<file path="src/rtl/dff_mem_16x8.sv">
// 16x8 flip-flop RAM for a SAP-1 style datapath: synchronous write strobed by lr_n,
// combinational read gated by ce_n, synchronous active-low clear of the whole array.
module dff_mem_16x8 #(
  parameter int unsigned ADDR_WIDTH = 4,
  parameter int unsigned DATA_WIDTH = 8
) (
  input  logic                  clk,
  input  logic                  rst_n,
  input  logic [ADDR_WIDTH-1:0] mar,
  input  logic [DATA_WIDTH-1:0] data_in,
  output logic [DATA_WIDTH-1:0] data_out,
  input  logic                  ce_n,
  input  logic                  lr_n
);

  localparam int unsigned Depth = 2 ** ADDR_WIDTH;

  logic [DATA_WIDTH-1:0] mem_q [Depth];

  // Reset wins over a coincident write; the write itself ignores ce_n.
  always_ff @(posedge clk) begin
    if (!rst_n) begin
      for (int i = 0; i < int'(Depth); i++) begin
        mem_q[i] <= '0;
      end
    end else if (!lr_n) begin
      mem_q[mar] <= data_in;
    end
  end

  // Driven low rather than tri-stated when deselected; bus muxing happens upstream.
  always_comb begin
    data_out = '0;
    if (!ce_n) begin
      data_out = mem_q[mar];
    end
  end

endmodule

</file>
<file path="config.mk">
export PLATFORM = sky130hd
export DESIGN_NAME = dff_mem_16x8
export DESIGN_NICKNAME = d
export VERILOG_FILES = /design/src/rtl/dff_mem_16x8.sv
export SDC_FILE = /design/constraint.sdc
export NUM_CORES = 1
export LEC_CHECK = 0
export ABC_AREA = 1
export BUFFER_PORTS_ARGS = -buffer_cell sky130_fd_sc_hd__buf_2
export CAP_MARGIN = 0
export CORE_ASPECT_RATIO = 1.4
export CORE_MARGIN = 10
export CORE_UTILIZATION = 66
export DETAILED_ROUTE_END_ITERATION = 8
export PLACE_DENSITY = 0.82
export SYNTH_ARGS = -nofsm -noshare
export SYNTH_HDL_FRONTEND = slang
export SYNTH_SLANG_ARGS = --single-unit
</file>
<file path="constraint.sdc">
create_clock -name clk -period 4.3 [get_ports clk]
set_clock_uncertainty 0.1 [all_clocks]
set_input_delay 0 -clock clk [delete_from_list [all_inputs] [get_ports clk]]
set_output_delay 0 -clock clk [all_outputs]
set_load 0.02 [all_outputs]
</file>
==> run metrics <==
slew margin rel.=19.2%; total power=3.34 mW; total wire length=15,300 um; first-pass GRT wire length=24,100 um; via count=4,756; Sw Pwr=0.751 mW; Top Ports=24; sequential area share after synthesis=62.7%; Gate Count Post-Synth=699; Final Cell Area=6890 um2; pre-CTS setup slack=1.38 ns; via count of the first global-routing pass=4,744; maximum clock path buffer count=2; Pleak=3.17 nW; Root Buffer=clkbuf_16; Final HPWL DP=9670 um; Core Util, Final=76.3%; Largest regs=mem_q x128; combinational family with the most area after synthesis=simple AND/OR/NAND/NOR gates; RD Place Congestion=0.944; fmax=357 MHz; Critical Setup Path Class=in2out; TritonRoute pass-1 iters=5; Unique masters post-synth=12; Cell Area, Synth=6130 um2; Crit path arrival time=2.70 ns; GR Util All Layers=23.7%; post-DR vias/cell=5.76; XOR/XNOR share of the synthesized area=0%; FP Rows=41; switch share=22.5%; status=finished clean; Reg clk slew, reported paths=0.06 ns; DP Area=6230 um2; MaxCap Viol Count=0; Starting Density=67.8%; Worst Hold Class=in2reg; Crit Path Max Fanout=67; Power Density=485 nW/um2; Slew @ Worst Pin=1.21 ns; Max Transition Viols Final=0; register with the most flip-flops=mem_q; CTS tree=done; Post-CTS Resized=0; max reg flops=128; Data required, critical path=4.20 ns; Synth Area in Compound Gates=0%; Die Width=101 um; H-tree depth=4; die area=13,600 um2; largest area contributor in the netlist=edfxtp_1; Final setup viols=0; total global routing overflow=0; area grow syn2layout=12.5%; CP Launch Type=input port; DP Cell Count=795; ratio of cells with drive above 1 in the final layout=10.8%; Setup TNS=0 ns; hold_ws=0.191 ns; most frequent cells in the layout=nand2_1, nor2_1, edfxtp_1, buf_2, clkbuf_16; hold depth=5; Die Ht=134 um; Worst VDD drop=0.366 mV; commonest non-fill, non-tap cell in the layout=nand2_1; number of buffers added on ports=23; Synth Area in Adders=0%; initial antenna violation count=0; CTS buffer count=17; core area=9030 um2; Hold Vio Cnt, Final=0; RSZ-0062 raised after global routing=false; post-CTS setup buffer count=0; Comb power frac=7.6%; fraction of the mapped netlist area in simple logic gates=33.7%; Layout Nets=723; mux contribution to synthesized area=0%; Synth Net Count=715; Hold Path Origin=mar[3]; cell-internal power=2.59 mW; clk sink count=128; CTS Hold Bufs=0; Synth top area share=62.7%; 1st-iter DRT viols=474; largest net degree at the start of global routing=68; DRC errors left=0; n_diodes=0; WL per Instance=18.5 um; minimum clock period=2.80 ns; Worst Setup Slack, final=1.50 ns; Hold EP=mem_q[7][3]; crit end category=output pin; Flop pwr share=44.0%; Period Utilization, post-route=65.2%; Yosys warning total=0; top post-synthesis cells by area=edfxtp_1, nand2_1, nor2_1; Antenna Nets Post-Route=0; syn avg cell area=8.76 um2; Clock power frac=48.4%; register bit total from synthesis=128; non-filler cells, final=826
-- power by group through the flow --
| stage | Sequential (mW) | Combinational, mW | Clock, mW |
|---|---|---|---|
| after floorplan | 1.48 | 0.179 | 0 |
| after global placement | 1.49 | 0.243 | 0 |
| after detailed placement | 1.49 | 0.247 | 0 |
| after CTS | 1.47 | 0.250 | 1.61 |
| after global routing | 1.48 | 0.281 | 1.67 |
| final | 1.47 | 0.252 | 1.62 |
-- critical path: stages --
cell and delay (ns):
buf_2 0.89, inv_2 0.57, buf_4 0.40, nand2_1 0.11
nand2_1 0.06, nand2_1 0.09, nand2_1 0.07, nand2_1 0.07
nand2_1 0.08, nor2_1 0.10, nor2_1 0.06, buf_2 0.16
-- kinds of logic after synthesis --
logic type             after synthesis
AND/OR/NAND/NOR                    521
flip-flops                         128
buffers and inverters               50
-- cell usage after synthesis --
master	count
buf_1	2
buf_2	14
buf_4	3
clkbuf_1	17
edfxtp_1	128
inv_1	12
inv_2	2
nand2_1	354
nand2_2	12
nand2_4	4
nor2_1	147
nor3_4	4
-- layout make-up --
| class | instances | area [um2] |
|---|---|---|
| clock inverter | 14 | 240 |
| timing repair buffer | 25 | 130 |
| inverter | 14 | 52.6 |
| multi-input combinational | 521 | 2070 |
| clock buffer | 17 | 425 |
| fill | 606 | 2140 |
| sequential | 128 | 3840 |
| tap | 107 | 134 |
-- routing by layer --
layer / track usage (%) / vias to the layer above / wire length (um)
li1: - / 2219 / -
met1: 24.4 / 2203 / 5180
met2: 40.3 / 259 / 7940
met3: 6.27 / 75 / 1210
met4: 16.0 / 0 / 985
met5: 0 / - / 0
-- worst max-delay path by stage --
| stage | start | to | slack [ns] | cells after the start |
|---|---|---|---|---|
| 2_1_floorplan | rst_n | mem_q[11][0] | 2.83 | 5 |
| 3_3_place_gp | mar[0] | mem_q[11][0] | 1.52 | 5 |
| 3_5_place_dp | mar[0] | mem_q[11][1] | 1.38 | 5 |
| 4_1_cts | mar[0] | data_out[7] | 1.54 | 12 |
| 5_1_grt | mar[0] | data_out[4] | 1.22 | 12 |
| 6_report | mar[0] | data_out[7] | 1.50 | 12 |
(Power assumes the default switching activity.)
